--- config.mk ---
export PLATFORM = sky130hd
export DESIGN_NAME = instruction_encoder
export DESIGN_NICKNAME = d
export VERILOG_FILES = /design/src/rtl/instruction_encoder.sv
export SDC_FILE = /design/constraint.sdc
export NUM_CORES = 1
export LEC_CHECK = 0
export ABC_AREA = 1
export ABC_CLOCK_PERIOD_IN_PS = 3900
export BUFFER_PORTS_ARGS = -buffer_cell sky130_fd_sc_hd__buf_4
export CELL_PAD_IN_SITES_DETAIL_PLACEMENT = 1
export CELL_PAD_IN_SITES_GLOBAL_PLACEMENT = 1
export CORE_MARGIN = 1.5
export CORE_UTILIZATION = 43
export CTS_BUF_LIST = sky130_fd_sc_hd__clkbuf_4 sky130_fd_sc_hd__clkbuf_8 sky130_fd_sc_hd__clkbuf_16
export DETAILED_ROUTE_END_ITERATION = 8
export HOLD_SLACK_MARGIN = 0.08
export PLACE_DENSITY_LB_ADDON = 0.1
export SLEW_MARGIN = 20
export SYNTH_ARGS = -nofsm -noshare
export SYNTH_HDL_FRONTEND = slang
export SYNTH_SLANG_ARGS = --single-unit
export TNS_END_PERCENT = 5
--- constraint.sdc ---
create_clock -name clk -period 3.9 [get_ports clk]
set_input_delay 0.39 -clock clk [delete_from_list [all_inputs] [get_ports clk]]
set_output_delay 0.39 -clock clk [all_outputs]
set_load 0.05 [all_outputs]
--- src/rtl/instruction_encoder.sv ---
// RV32I field packer: turns decoded fields back into instruction words, tags them with
// a wrapping word address and queues them in a 2-entry output buffer. Optional macro: IMM_RANGE_CHECK_EN.
module instruction_encoder #(
  parameter int          ADDR_WIDTH = 10,
  parameter logic [31:0] NOP_WORD   = 32'h00000013
) (
  input  logic                  clk,
  input  logic                  rst_n,
  input  logic                  in_valid,
  output logic                  in_ready,
  input  logic [6:0]            in_opcode,
  input  logic [4:0]            in_rd,
  input  logic [4:0]            in_rs1,
  input  logic [4:0]            in_rs2,
  input  logic [2:0]            in_funct3,
  input  logic [6:0]            in_funct7,
  input  logic [31:0]           in_immediate,
  input  logic                  addr_clear,
  output logic                  out_valid,
  input  logic                  out_ready,
  output logic [31:0]           out_instruction,
  output logic [ADDR_WIDTH-1:0] out_address,
  output logic                  out_error,
  output logic                  error_sticky
);

  // Handshake: a transfer happens on a rising edge where valid && ready are both high;
  // valid may not depend on ready, and the payload is held while valid && !ready.

  localparam logic [2:0] FMT_BAD = 3'd0;
  localparam logic [2:0] FMT_U   = 3'd1;
  localparam logic [2:0] FMT_J   = 3'd2;
  localparam logic [2:0] FMT_I   = 3'd3;
  localparam logic [2:0] FMT_SH  = 3'd4;
  localparam logic [2:0] FMT_S   = 3'd5;
  localparam logic [2:0] FMT_B   = 3'd6;
  localparam logic [2:0] FMT_R   = 3'd7;

  logic [2:0]            fmt;
  logic [31:0]           enc_word;
  logic                  enc_error;
  logic [31:0]           imm;
  logic [1:0]            count;
  logic                  push;
  logic                  pop;
  logic [ADDR_WIDTH-1:0] addr_cnt;
  logic [ADDR_WIDTH-1:0] tag;
  logic [31:0]           skid_word;
  logic [ADDR_WIDTH-1:0] skid_addr;
  logic                  skid_error;

  assign imm = in_immediate;

  always_comb begin
    fmt = FMT_BAD;
    if (in_opcode[1:0] == 2'b11) begin
      case (in_opcode[6:2])
        5'b01101, 5'b00101:                 fmt = FMT_U;
        5'b11011:                           fmt = FMT_J;
        5'b00000, 5'b00011, 5'b11001,
        5'b11100:                           fmt = FMT_I;
        5'b00100: fmt = (in_funct3 == 3'b001 || in_funct3 == 3'b101) ? FMT_SH : FMT_I;
        5'b01000:                           fmt = FMT_S;
        5'b11000:                           fmt = FMT_B;
        5'b01100:                           fmt = FMT_R;
        default:                            fmt = FMT_BAD;
      endcase
    end
  end

  always_comb begin
    enc_word = NOP_WORD;
    case (fmt)
      FMT_U:  enc_word = {imm[31:12], in_rd, in_opcode};
      FMT_J:  enc_word = {imm[20], imm[10:1], imm[11], imm[19:12], in_rd, in_opcode};
      FMT_I:  enc_word = {imm[11:0], in_rs1, in_funct3, in_rd, in_opcode};
      FMT_SH: enc_word = {in_funct7, imm[4:0], in_rs1, in_funct3, in_rd, in_opcode};
      FMT_S:  enc_word = {imm[11:5], in_rs2, in_rs1, in_funct3, imm[4:0], in_opcode};
      FMT_B:  enc_word = {imm[12], imm[10:5], in_rs2, in_rs1, in_funct3, imm[4:1], imm[11],
                          in_opcode};
      FMT_R:  enc_word = {in_funct7, in_rs2, in_rs1, in_funct3, in_rd, in_opcode};
      default: enc_word = NOP_WORD;
    endcase
  end

`ifdef IMM_RANGE_CHECK_EN
  logic range_bad;

  // An immediate is representable when every bit above the field's sign bit copies it.
  always_comb begin
    range_bad = 1'b0;
    case (fmt)
      FMT_I, FMT_S: range_bad = !((&imm[31:11]) || !(|imm[31:11]));
      FMT_B:        range_bad = imm[0] || !((&imm[31:12]) || !(|imm[31:12]));
      FMT_J:        range_bad = imm[0] || !((&imm[31:20]) || !(|imm[31:20]));
      FMT_U:        range_bad = |imm[11:0];
      FMT_SH:       range_bad = |imm[31:5];
      default:      range_bad = 1'b0;
    endcase
  end

  assign enc_error = (fmt == FMT_BAD) || range_bad;
`else
  assign enc_error = (fmt == FMT_BAD);
`endif

  assign in_ready  = (count != 2'd2);
  assign out_valid = (count != 2'd0);
  assign push      = in_valid && in_ready;
  assign pop       = out_valid && out_ready;
  assign tag       = addr_clear ? '0 : addr_cnt;

  always_ff @(posedge clk or negedge rst_n) begin
    if (!rst_n) begin
      addr_cnt     <= '0;
      error_sticky <= 1'b0;
    end else begin
      if (addr_clear) begin
        addr_cnt     <= push ? ADDR_WIDTH'(1) : '0;
        error_sticky <= push && enc_error;
      end else if (push) begin
        addr_cnt     <= addr_cnt + 1'b1;
        error_sticky <= error_sticky || enc_error;
      end
    end
  end

  // The out_* registers are the FIFO head; the skid entry holds the second word.
  always_ff @(posedge clk or negedge rst_n) begin
    if (!rst_n) begin
      count           <= 2'd0;
      out_instruction <= '0;
      out_address     <= '0;
      out_error       <= 1'b0;
      skid_word       <= '0;
      skid_addr       <= '0;
      skid_error      <= 1'b0;
    end else begin
      case (count)
        2'd0: begin
          if (push) begin
            out_instruction <= enc_word;
            out_address     <= tag;
            out_error       <= enc_error;
            count           <= 2'd1;
          end
        end
        2'd1: begin
          if (push && pop) begin
            out_instruction <= enc_word;
            out_address     <= tag;
            out_error       <= enc_error;
          end else if (push) begin
            skid_word  <= enc_word;
            skid_addr  <= tag;
            skid_error <= enc_error;
            count      <= 2'd2;
          end else if (pop) begin
            count <= 2'd0;
          end
        end
        2'd2: begin
          if (pop) begin
            out_instruction <= skid_word;
            out_address     <= skid_addr;
            out_error       <= skid_error;
            count           <= 2'd1;
          end
        end
        default: count <= 2'd0;
      endcase
    end
  end

endmodule

==> impl_metrics.prom, run 1 <==
# TYPE chip_impl_metric gauge
chip_impl_metric{name="synth_top_area_share",unit="%"} 43.7
chip_impl_metric{name="post-route-period-util",unit="%"} 67.5
chip_impl_metric{name="area_delta_synth_final",unit="%"} 21.4
chip_impl_metric{name="grt_overflow_total",unit=""} 0
chip_impl_info{name="critical_path.slowest_cell",value="nand3_2"} 1
chip_impl_info{name="synth_flop_cell",value="dfrtp_1"} 1
chip_impl_metric{name="critPathMaxFanout",unit=""} 20
chip_impl_metric{name="final_core_util",unit="%"} 54.1
chip_impl_metric{name="synth_enable_flop_cells",unit=""} 0
chip_impl_info{name="crit_path_start",value="in_opcode[5]"} 1
chip_impl_metric{name="postSynthAreaPerCell",unit="um2"} 7.27
chip_impl_info{name="post_synth_main_area_contributors",value="dfrtp_1 44%, nand2_1 17%, inv_1 4.7%"} 1
chip_impl_metric{name="drt_iter0_drc",unit=""} 308
chip_impl_metric{name="detail_route.drc_violations",unit=""} 0
chip_impl_metric{name="cts.sink_count",unit=""} 99
chip_impl_metric{name="fin_worst_skew",unit="ns"} 0.00501
chip_impl_metric{name="grt_start_max_net_pins",unit=""} 72
chip_impl_info{name="cts_tree",value="done"} 1
chip_impl_metric{name="core_region_area",unit="um2"} 12700
chip_impl_metric{name="peakVddDrop",unit="uV"} 280
chip_impl_metric{name="floorplan.initialDensity",unit="%"} 44.6
chip_impl_metric{name="cp.depth",unit=""} 14
chip_impl_info{name="run_status",value="finished, final reports clean"} 1
chip_impl_metric{name="core.rowCount",unit=""} 41
chip_impl_metric{name="via_count",unit=""} 5664
chip_impl_metric{name="insertedDiodeCount",unit=""} 0
chip_impl_metric{name="yosys_warnings",unit=""} 0
chip_impl_metric{name="fraction_of_synthesis_flops_using_an_asynchronous_set_or_reset_pin",unit="%"} 100
chip_impl_metric{name="grt_pass1_vias",unit=""} 5950
chip_impl_metric{name="layout_min_cycle_time",unit="ns"} 2.63
chip_impl_metric{name="hold_bufs_inserted_after_cts",unit=""} 1
chip_impl_info{name="worst_r2r_endpoint",value="out_instruction[4]"} 1
chip_impl_metric{name="i_o_pin_count",unit=""} 115
chip_impl_info{name="crit_path_frequent_cell",value="nand2_1"} 1
chip_impl_info{name="critPathLaunchType",value="primary input"} 1
chip_impl_metric{name="grt_util_all_layers",unit="%"} 26.8
chip_impl_metric{name="post_route_design_area",unit="um2"} 6880
chip_impl_info{name="hp-start",value="addr_clear"} 1
chip_impl_metric{name="finalNetCount",unit=""} 945
chip_impl_metric{name="wirelength",unit="um"} 18200
chip_impl_metric{name="number_of_setup_buffers_added_after_cts",unit=""} 0
chip_impl_metric{name="clock_tree.htree_level_count",unit=""} 3
chip_impl_metric{name="ys_ff_latch",unit=""} 99
chip_impl_info{name="timing.critical_path.to_type",value="flop"} 1
chip_impl_metric{name="drt_pre_antenna_iters",unit=""} 4
chip_impl_metric{name="cts_max_path_buffers",unit=""} 2
chip_impl_metric{name="die_area",unit="um2"} 13900
chip_impl_metric{name="power.total",unit="mW"} 3.63
chip_impl_info{name="rsz0062_at_grt",value="no"} 1
chip_impl_metric{name="max_freq",unit="MHz"} 380
chip_impl_metric{name="worst-slew-pin-transition",unit="ns"} 0.901
chip_impl_metric{name="antenna_found_initial",unit=""} 0
chip_impl_metric{name="critPathMaxStageDelay",unit="ns"} 0.44
chip_impl_metric{name="placed_cell_area",unit="um2"} 6590
chip_impl_metric{name="worst_setup_hold_path_clk_slew",unit="ns"} 0.07
chip_impl_info{name="crit_chain",value="buf_4, inv_1, nor2_4, nand3_1, nand2_1, nor2_1, nand3_2, nand2_4, nand3_4, nand2_2, nand2_1, nand2_1, nand2_1, o21ai_0"} 1
chip_impl_info{name="cpLargestDelayFamily",value="simple AND/OR/NAND/NOR gates"} 1
chip_impl_metric{name="global_route_wire_length_before_repair",unit="um"} 30000
chip_impl_metric{name="clkLatencyLatePin",unit="ns"} 0.35
chip_impl_metric{name="setup_viol_count_final",unit=""} 0
chip_impl_metric{name="p_leak",unit="nW"} 3.62
chip_impl_metric{name="antenna_left",unit=""} 0
chip_impl_metric{name="dieWidth",unit="um"} 118
chip_impl_metric{name="ctsResizeCount",unit=""} 0
chip_impl_metric{name="hpwl",unit="um"} 13100
chip_impl_info{name="worstReg2RegStart",value="count[1]"} 1
chip_impl_metric{name="reg2reg_setup_slack",unit="ns"} 1.56
chip_impl_info{name="crit_type",value="primary input to flop"} 1
chip_impl_info{name="clock-root-buffer",value="clkbuf_16"} 1
chip_impl_metric{name="cp.buffers_inverters",unit=""} 2
chip_impl_metric{name="timing_hold_violations_final",unit=""} 0
chip_impl_metric{name="timing.critical_path.required",unit="ns"} 4.15
chip_impl_metric{name="path_depth_of_the_worst_reg2reg_path",unit=""} 7
chip_impl_metric{name="gp_congestion",unit=""} 0.811
chip_impl_metric{name="drv_cap",unit=""} 0
chip_impl_metric{name="synth_cell_type_count",unit=""} 33
chip_impl_metric{name="timing.max_slew.rel_slack",unit="%"} 40.0
chip_impl_metric{name="drive_above_1_share",unit="%"} 21.0
chip_impl_metric{name="vias_per_cell",unit=""} 5.38
chip_impl_metric{name="synth_fp_nets",unit=""} 850
chip_impl_metric{name="tns",unit="ns"} 0
chip_impl_metric{name="synthesis.instances",unit=""} 780
chip_impl_metric{name="slew_violations",unit=""} 0
chip_impl_info{name="post-synth-top-area-cell",value="dfrtp_1"} 1
chip_impl_metric{name="synth_sequential_area_ratio",unit="%"} 43.7
chip_impl_info{name="leading_cell_type_in_the_layout_fill_and_taps_excluded",value="nand2_1"} 1
chip_impl_metric{name="synth_area",unit="um2"} 5670
chip_impl_metric{name="power.density",unit="nW/um2"} 527
chip_impl_metric{name="critical_path_arrival",unit="ns"} 2.89
chip_impl_info{name="timing.hold.worst_endpoint",value="addr_cnt[4]"} 1
chip_impl_info{name="worst_hold_path_type",value="primary input to flop"} 1
chip_impl_metric{name="timing.hold.worst_path_depth",unit=""} 2
chip_impl_metric{name="portBuffers",unit=""} 114
chip_impl_metric{name="detail_route.wl_per_cell",unit="um"} 17.3
chip_impl_metric{name="die-height",unit="um"} 118
chip_impl_metric{name="tritoncts.num_buffers",unit=""} 9
chip_impl_info{name="final_cell_mix",value="257 x nand2_1, 120 x buf_4, 99 x dfrtp_1"} 1
stage by stage:
step / instances / setup slack [ns] / hold WS [ns]
4_1_cts: 1052 / 1.29 / 0.322
2_1_floorplan: 780 / 2.08 / 0.0944
5_1_grt: 1052 / 1.09 / 0.343
3_5_place_dp: 1035 / 0.972 / 0.340
6_report: 1052 / 1.27 / 0.341
3_3_place_gp: 1035 / 1.09 / 0.334
flip-flops by register name (all words and copies together) (netlist names):
| signal | cells |
|---|---|
| skid_error | 1 |
| skid_addr | 10 |
| count | 2 |
| out_address | 10 |
| out_error | 1 |
| addr_cnt | 10 |
| error_sticky | 1 |
| out_instruction | 32 |
| skid_word | 32 |
cells by family (layout without fill, tap and decap cells):
logic type                 after synthesis  count (layout)  share of synthesized area, %
AOI/OAI and AO/OA                      106             106                          10.3
DFF                                     99              99                          43.7
buffers and inverters                  115             215                          9.05
and+or+nand+nor                        459             459                          36.7
adders and majority gates                1               1                         0.221
synthesized netlist by cell type (5+ instances only):
cell	instances
inv_1	71
a21oi_1	28
dfrtp_1	99
buf_6	8
o21ai_1	12
nand4_1	39
nand2_2	5
inv_2	6
nor2_1	68
nand2_1	257
clkbuf_1	20
o21ai_0	43
nand3_2	6
nor3_1	8
nor2_2	15
a31oi_1	18
nand3_1	49
routing by layer:
| layer | track usage, % | part of all wire [%] | routed length, um | vias up |
|---|---|---|---|---|
| li1 | - | - | - | 2709 |
| met4 | 6.48 | 1.3 | 229 | 0 |
| met2 | 48.4 | 52 | 9490 | 115 |
| met1 | 33.1 | 43 | 7800 | 2825 |
| met3 | 4.89 | 3.7 | 677 | 15 |
| met5 | 0 | 0 | 0 | - |
worst max path at each step:
| stage | slack (ns) | end |
|---|---|---|
| after CTS | 1.29 | skid_word[16] |
| after floorplan | 2.08 | out_instruction[20] |
| after global placement | 1.09 | out_instruction[16] |
| after detailed placement | 0.97 | skid_word[19] |
| final | 1.27 | skid_word[16] |
| after global routing | 1.09 | out_instruction[12] |
report_power, final:
part	switching, mW	internal, mW	total, mW	leakage [nW]
clock	0.396	0.449	0.845	0.130
sequential	0.140	1.26	1.40	1.29
combinational	0.978	0.400	1.38	2.21
area by class of cell:
class	count	area (um2)
Fill cell	1695	5840
Multi-Input combinational cell	566	2700
Sequential cell	99	2480
Timing Repair Buffer	121	911
Inverter	78	299
Clock buffer	10	239
Tap cell	172	215
Clock inverter	6	41.3
worst register-to-register path, cell delays in order, from the launching register on:
cell and delay [ns]:
dfrtp_1 0.45, nor2_1 0.16, nor2_1 0.08, nor3_2 0.19, clkinv_2 0.73, a21oi_1 0.42, o21ai_0 0.15, nand2_1 0.09
No activity file was read; power rests on OpenSTA's default activity.
==> run 2: changes to the inputs <==
- ABC_CLOCK_PERIOD_IN_PS: 3900 -> 2500
- CORE_UTILIZATION: 43 -> 40
- clock period: 3.9 -> 2.5 ns (I/O delays scaled with it)
==> impl_metrics.prom, run 2 (synthesized netlist as in run 1, its figures left out) <==
# TYPE chip_impl_metric gauge
chip_impl_info{name="run_status",value="finished, final reports clean"} 1
chip_impl_metric{name="detail_route.drc_violations",unit=""} 0
chip_impl_metric{name="cp.buffers_inverters",unit=""} 5
chip_impl_metric{name="via_count",unit=""} 5572
chip_impl_info{name="cpLargestDelayFamily",value="buffers and inverters"} 1
chip_impl_metric{name="critPathMaxFanout",unit=""} 46
chip_impl_info{name="worstReg2RegStart",value="count[1]"} 1
chip_impl_info{name="crit_type",value="flop to output pin"} 1
chip_impl_metric{name="timing.critical_path.required",unit="ns"} 2.25
chip_impl_info{name="critical_path.slowest_cell",value="dfrtp_1"} 1
chip_impl_metric{name="netSwitchingFraction",unit="%"} 40.8
chip_impl_metric{name="worst_setup_hold_path_clk_slew",unit="ns"} 0.07
chip_impl_info{name="crit_chain",value="inv_1, nor2_4, buf_4, inv_1, buf_4, buf_4"} 1
chip_impl_metric{name="clkLatencyLatePin",unit="ns"} 0.35
chip_impl_metric{name="peakVddDrop",unit="uV"} 388
chip_impl_metric{name="grt_util_all_layers",unit="%"} 25.8
chip_impl_metric{name="number_of_setup_buffers_added_after_cts",unit=""} 0
chip_impl_metric{name="grt_overflow_total",unit=""} 0
chip_impl_metric{name="slew_violations",unit=""} 0
chip_impl_info{name="final_cell_mix",value="257 x nand2_1, 124 x buf_4, 99 x dfrtp_1"} 1
chip_impl_metric{name="drt_pre_antenna_iters",unit=""} 4
chip_impl_metric{name="portBuffers",unit=""} 114
chip_impl_metric{name="floorplan.initialDensity",unit="%"} 40.8
chip_impl_metric{name="p_leak",unit="nW"} 3.69
chip_impl_metric{name="antenna_found_initial",unit=""} 0
chip_impl_metric{name="drt_iter0_drc",unit=""} 303
chip_impl_metric{name="timing.hold.worst_path_depth",unit=""} 2
chip_impl_metric{name="post-route-period-util",unit="%"} 92.9
chip_impl_metric{name="global_route_wire_length_before_repair",unit="um"} 30000
chip_impl_metric{name="reg2reg_setup_slack",unit="ns"} 0.47
chip_impl_metric{name="core.rowCount",unit=""} 43
chip_impl_metric{name="worst-slew-pin-transition",unit="ns"} 0.706
chip_impl_metric{name="detail_route.wl_per_cell",unit="um"} 16.8
chip_impl_metric{name="drv_cap",unit=""} 0
chip_impl_info{name="worst_hold_path_type",value="primary input to flop"} 1
chip_impl_metric{name="gp_congestion",unit=""} 0.875
chip_impl_metric{name="die_area",unit="um2"} 14900
chip_impl_metric{name="stdcell_count",unit=""} 1065
chip_impl_info{name="cts_tree",value="done"} 1
chip_impl_metric{name="antenna_left",unit=""} 0
chip_impl_metric{name="timing.max_slew.rel_slack",unit="%"} 53.0
chip_impl_metric{name="drive_above_1_share",unit="%"} 21.5
chip_impl_metric{name="core_region_area",unit="um2"} 13900
chip_impl_info{name="biggestRegsByFlops",value="out_instruction: 32 flops, skid_word: 32 flops"} 1
chip_impl_info{name="timing.hold.worst_endpoint",value="count[1]"} 1
chip_impl_metric{name="i_o_pin_count",unit=""} 115
chip_impl_metric{name="insertedDiodeCount",unit=""} 0
chip_impl_info{name="worst_r2r_endpoint",value="out_address[0]"} 1
chip_impl_metric{name="grt_start_max_net_pins",unit=""} 65
chip_impl_metric{name="ctsResizeCount",unit=""} 0
chip_impl_metric{name="timing_hold_violations_final",unit=""} 0
chip_impl_metric{name="post-place-cells",unit=""} 1048
chip_impl_info{name="clock-root-buffer",value="clkbuf_16"} 1
chip_impl_metric{name="grt_pass1_vias",unit=""} 6014
chip_impl_info{name="timing.critical_path.to_type",value="output pin"} 1
chip_impl_metric{name="max_freq",unit="MHz"} 431
chip_impl_metric{name="critPathMaxStageDelay",unit="ns"} 0.47
chip_impl_metric{name="hpwl",unit="um"} 12900
chip_impl_metric{name="path_depth_of_the_worst_reg2reg_path",unit=""} 8
chip_impl_metric{name="power.clock.fraction",unit="%"} 26.7
chip_impl_metric{name="fin_worst_skew",unit="ns"} 0.00577
chip_impl_metric{name="vias_per_cell",unit=""} 5.23
chip_impl_metric{name="layout_min_cycle_time",unit="ns"} 2.32
chip_impl_metric{name="cts_max_path_buffers",unit=""} 2
chip_impl_metric{name="net-switching-power",unit="mW"} 2.41
chip_impl_info{name="leading_cell_type_in_the_layout_fill_and_taps_excluded",value="nand2_1"} 1
chip_impl_metric{name="cts.sink_count",unit=""} 99
chip_impl_metric{name="tritoncts.num_buffers",unit=""} 9
chip_impl_info{name="rsz0062_at_grt",value="no"} 1
chip_impl_info{name="critPathLaunchType",value="flop"} 1
chip_impl_metric{name="wirelength",unit="um"} 17900
chip_impl_metric{name="power.sequential.fraction",unit="%"} 36.9
chip_impl_metric{name="finalNetCount",unit=""} 950
chip_impl_metric{name="clock_tree.htree_level_count",unit=""} 3
chip_impl_metric{name="critical_path_arrival",unit="ns"} 2.07
chip_impl_metric{name="die-height",unit="um"} 122
chip_impl_metric{name="power.internal",unit="mW"} 3.50
chip_impl_metric{name="dieWidth",unit="um"} 122
chip_impl_metric{name="area_delta_synth_final",unit="%"} 23.5
chip_impl_info{name="hp-start",value="out_ready"} 1
chip_impl_info{name="crit_path_frequent_cell",value="buf_4"} 1
chip_impl_metric{name="tns",unit="ns"} 0
chip_impl_metric{name="power.share.combinational",unit="%"} 36.3
chip_impl_metric{name="power.density",unit="nW/um2"} 843
chip_impl_metric{name="setup_viol_count_final",unit=""} 0
## run 2: cell count changes in the layout (fill, tap and decap cells not counted)
cell | previous run | this run
clkinvlp_4 | 3 | 0
inv_8 | 0 | 1
buf_4 | 120 | 124
inv_4 | 0 | 1
buf_12 | 0 | 1
bufinv_16 | 0 | 2
clkbuf_8 | 1 | 0
clkinv_2 | 3 | 1
inv_6 | 1 | 2
clkinv_8 | 0 | 1
## run 2: worst max-delay path by stage
stage | start | end | slack (ns) | cells past startpoint
after detailed placement | in_opcode[2] | out_instruction[16] | 0.18 | 14
after CTS | count[1] | in_ready | 0.16 | 6
final | count[1] | in_ready | 0.18 | 6
after global placement | in_opcode[2] | out_instruction[13] | 0.30 | 14
after global routing | count[1] | in_ready | 0.04 | 6
after floorplan | in_opcode[5] | out_instruction[20] | 0.82 | 15
## run 2: metal layers
layer / track usage [%] / vias to the layer above / share of wire, %
li1: - / 2722 / -
met3: 3.65 / 23 / 4.1
met4: 8.97 / 0 / 2.1
met1: 32.8 / 2708 / 44
met5: 0 / - / 0
met2: 44.7 / 119 / 49
## run 2: layout make-up
type / instances / area, um2
fill: 1762 / 6880
clock buffer: 9 / 225
multi-input combinational: 566 / 2700
inverter: 78 / 300
tap: 180 / 225
timing repair buffer: 126 / 961
sequential: 99 / 2480
clock inverter: 7 / 110
## run 2: through the flow
stage	hold slack [ns]	cell area [um2]	power (mW)	utilization (%)	worst slack (ns)
global placement	0.303	6650	4.29	47.9	0.299
global route	0.150	7000	6.23	50.4	0.0399
detailed placement	0.310	6650	4.36	47.9	0.175
CTS	0.132	7000	5.97	50.4	0.156
finish	0.146	7000	5.90	50.4	0.177
floorplan	-0.0456	5670	3.60	-	0.816
## run 2: worst register-to-register path, stage by stage, from the launching register on
cell and delay, ns:
dfrtp_1 0.47, inv_1 0.11, nor2_4 0.09, buf_4 0.46, inv_1 0.14, buf_4 0.26, nand2_1 0.12, o21ai_0 0.09
o21ai_0 0.20
## run 2: timing repair
item	4_1_cts	5_1_grt
hold buffers	1	0
endpoints found under the hold margin	44	0
setup endpoints to repair	0	0
## run 2: power groups by stage
stage          clock, mW  combinational (mW)  sequential [mW]
2_1_floorplan          0               0.744             2.85
3_3_place_gp           0                2.10             2.19
3_5_place_dp           0                2.15             2.21
4_1_cts             1.62                2.17             2.19
5_1_grt             1.68                2.33             2.22
6_report            1.58                2.14             2.18
==> run 3: changes to the inputs <==
- PLACE_DENSITY: default -> 0.84
- PLACE_DENSITY_LB_ADDON: 0.1 -> default
==> impl_metrics.prom, run 3 (synthesized netlist as in run 1, its figures left out) <==
# TYPE chip_impl_metric gauge
chip_impl_metric{name="p_leak",unit="nW"} 3.69
chip_impl_info{name="hp-start",value="out_ready"} 1
chip_impl_metric{name="drive_above_1_share",unit="%"} 21.9
chip_impl_metric{name="gp_congestion",unit=""} 0.865
chip_impl_metric{name="layout_min_cycle_time",unit="ns"} 2.27
chip_impl_metric{name="area_delta_synth_final",unit="%"} 23.5
chip_impl_metric{name="insertedDiodeCount",unit=""} 0
chip_impl_metric{name="tns",unit="ns"} 0
chip_impl_metric{name="critical_path_arrival",unit="ns"} 2.02
chip_impl_metric{name="fin_worst_skew",unit="ns"} 0.00488
chip_impl_info{name="biggestRegsByFlops",value="out_instruction: 32 flops, skid_word: 32 flops"} 1
chip_impl_metric{name="timing.max_slew.rel_slack",unit="%"} 53.9
chip_impl_metric{name="drt_pre_antenna_iters",unit=""} 4
chip_impl_metric{name="via_count",unit=""} 5690
chip_impl_metric{name="clock_tree.htree_level_count",unit=""} 3
chip_impl_metric{name="wirelength",unit="um"} 18200
chip_impl_info{name="worstReg2RegStart",value="count[1]"} 1
chip_impl_info{name="leading_cell_type_in_the_layout_fill_and_taps_excluded",value="nand2_1"} 1
chip_impl_metric{name="drv_cap",unit=""} 0
chip_impl_metric{name="detail_route.wl_per_cell",unit="um"} 17.0
chip_impl_metric{name="detail_route.drc_violations",unit=""} 0
chip_impl_metric{name="grt_overflow_total",unit=""} 0
chip_impl_metric{name="setup_viol_count_final",unit=""} 0
chip_impl_metric{name="post-route-period-util",unit="%"} 90.9
chip_impl_metric{name="critPathMaxFanout",unit=""} 30
chip_impl_metric{name="core_region_area",unit="um2"} 13900
chip_impl_metric{name="worst-slew-pin-transition",unit="ns"} 0.691
chip_impl_metric{name="timing_hold_violations_final",unit=""} 0
chip_impl_metric{name="vias_per_cell",unit=""} 5.32
chip_impl_metric{name="slew_violations",unit=""} 0
chip_impl_info{name="crit_path_start",value="count[1]"} 1
chip_impl_metric{name="setup_slack_at_placement",unit="ns"} 0.138
chip_impl_metric{name="power.internal",unit="mW"} 3.46
chip_impl_metric{name="die-height",unit="um"} 122
chip_impl_info{name="worst_hold_path_type",value="primary input to flop"} 1
chip_impl_metric{name="i_o_pin_count",unit=""} 115
chip_impl_metric{name="core.rowCount",unit=""} 43
chip_impl_metric{name="power.share.combinational",unit="%"} 37.1
chip_impl_metric{name="post_route_design_area",unit="um2"} 7000
chip_impl_metric{name="floorplan.initialDensity",unit="%"} 40.8
chip_impl_metric{name="peakVddDrop",unit="uV"} 503
chip_impl_metric{name="power.clock.fraction",unit="%"} 25.5
chip_impl_metric{name="stdcell_count",unit=""} 1070
chip_impl_metric{name="grt_util_all_layers",unit="%"} 25.8
chip_impl_info{name="timing.critical_path.to_type",value="output pin"} 1
chip_impl_metric{name="drt_iter0_drc",unit=""} 297
chip_impl_metric{name="power.density",unit="nW/um2"} 831
chip_impl_metric{name="cts_max_path_buffers",unit=""} 2
chip_impl_metric{name="fin_ws",unit="ns"} 0.227
chip_impl_metric{name="finalNetCount",unit=""} 955
chip_impl_metric{name="hold_slack",unit="ns"} 0.143
chip_impl_metric{name="worst_setup_hold_path_clk_slew",unit="ns"} 0.07
chip_impl_metric{name="clkLatencyLatePin",unit="ns"} 0.35
chip_impl_metric{name="cts.sink_count",unit=""} 99
chip_impl_metric{name="antenna_left",unit=""} 0
chip_impl_metric{name="die_area",unit="um2"} 14900
chip_impl_info{name="run_status",value="finished, final reports clean"} 1
chip_impl_metric{name="net-switching-power",unit="mW"} 2.36
chip_impl_metric{name="antenna_found_initial",unit=""} 0
chip_impl_metric{name="dieWidth",unit="um"} 122
chip_impl_info{name="clock-root-buffer",value="clkbuf_16"} 1
chip_impl_info{name="rsz0062_at_grt",value="no"} 1
chip_impl_metric{name="portBuffers",unit=""} 114
chip_impl_metric{name="hpwl",unit="um"} 13400
chip_impl_metric{name="timing.critical_path.required",unit="ns"} 2.25
chip_impl_metric{name="grt_pass1_vias",unit=""} 5943
chip_impl_metric{name="grt_start_max_net_pins",unit=""} 72
chip_impl_info{name="final_cell_mix",value="257 x nand2_1, 130 x buf_4, 99 x dfrtp_1"} 1
chip_impl_metric{name="power.sequential.fraction",unit="%"} 37.4
chip_impl_metric{name="tritoncts.num_buffers",unit=""} 9
chip_impl_metric{name="global_route_wire_length_before_repair",unit="um"} 29800
chip_impl_info{name="crit_type",value="flop to output pin"} 1
chip_impl_info{name="critPathLaunchType",value="flop"} 1
chip_impl_info{name="cts_tree",value="done"} 1
chip_impl_metric{name="post-place-cells",unit=""} 1053
chip_impl_metric{name="placed_cell_area",unit="um2"} 6680
chip_impl_metric{name="netSwitchingFraction",unit="%"} 40.6
chip_impl_metric{name="max_freq",unit="MHz"} 440
-- run 3: path summary, 6_finish.rpt --
path,to,slack [ns],cells past startpoint
setup / recovery,in_ready,0.23,5
hold / removal,count[1],0.14,2
setup reg to reg,addr_cnt[9],0.54,9
hold reg to reg,addr_cnt[8],0.46,1
max in group asynchronous,skid_word[18],1.35,3
min in group asynchronous,skid_word[30],0.45,2
-- run 3: repair_timing --
| action | in CTS | in global routing |
|---|---|---|
| resized for setup | 0 | 0 |
| hold endpoints to repair | 44 | 0 |
| hold buffers | 1 | 0 |
| buffers inserted | 0 | 0 |
-- run 3: power by group through the flow --
stage                     clock (mW)  sequential, mW  combinational (mW)
final                           1.48            2.18                2.16
after global routing            1.57            2.22                2.33
after CTS                       1.52            2.18                2.18
after detailed placement           0            2.20                2.17
after global placement             0            2.18                2.10
after floorplan                    0            2.85               0.744
-- run 3: layer usage --
layer,share of wire [%],global-route usage [%]
met1,45,33.3
met2,50,44.5
met3,3.7,3.42
met4,2.3,8.75
met5,0,0
-- run 3: worst max-delay path, stage by stage, from the launching register on --
cell	delay, ns
dfrtp_1	0.46
inv_1	0.13
nor2_4	0.06
inv_1	0.32
buf_4	0.42
buf_4	0.27
-- run 3: final cells by class --
type                    count  area [um2]
fillers                  1803        6880
multi-input cells         566        2700
flip-flops and latches     99        2480
repair buffers            131         986
inverters                  78         298
clock buffers              12         260
well taps                 180         225
clock inverters             4        56.3
-- run 3: through the flow --
| stage | utilization [%] | total power, mW |
|---|---|---|
| 3_3_place_gp | 48.1 | 4.28 |
| 2_1_floorplan | - | 3.60 |
| 5_1_grt | 50.4 | 6.13 |
| 4_1_cts | 50.4 | 5.88 |
| 3_5_place_dp | 48.1 | 4.37 |
| 6_report | 50.4 | 5.82 |
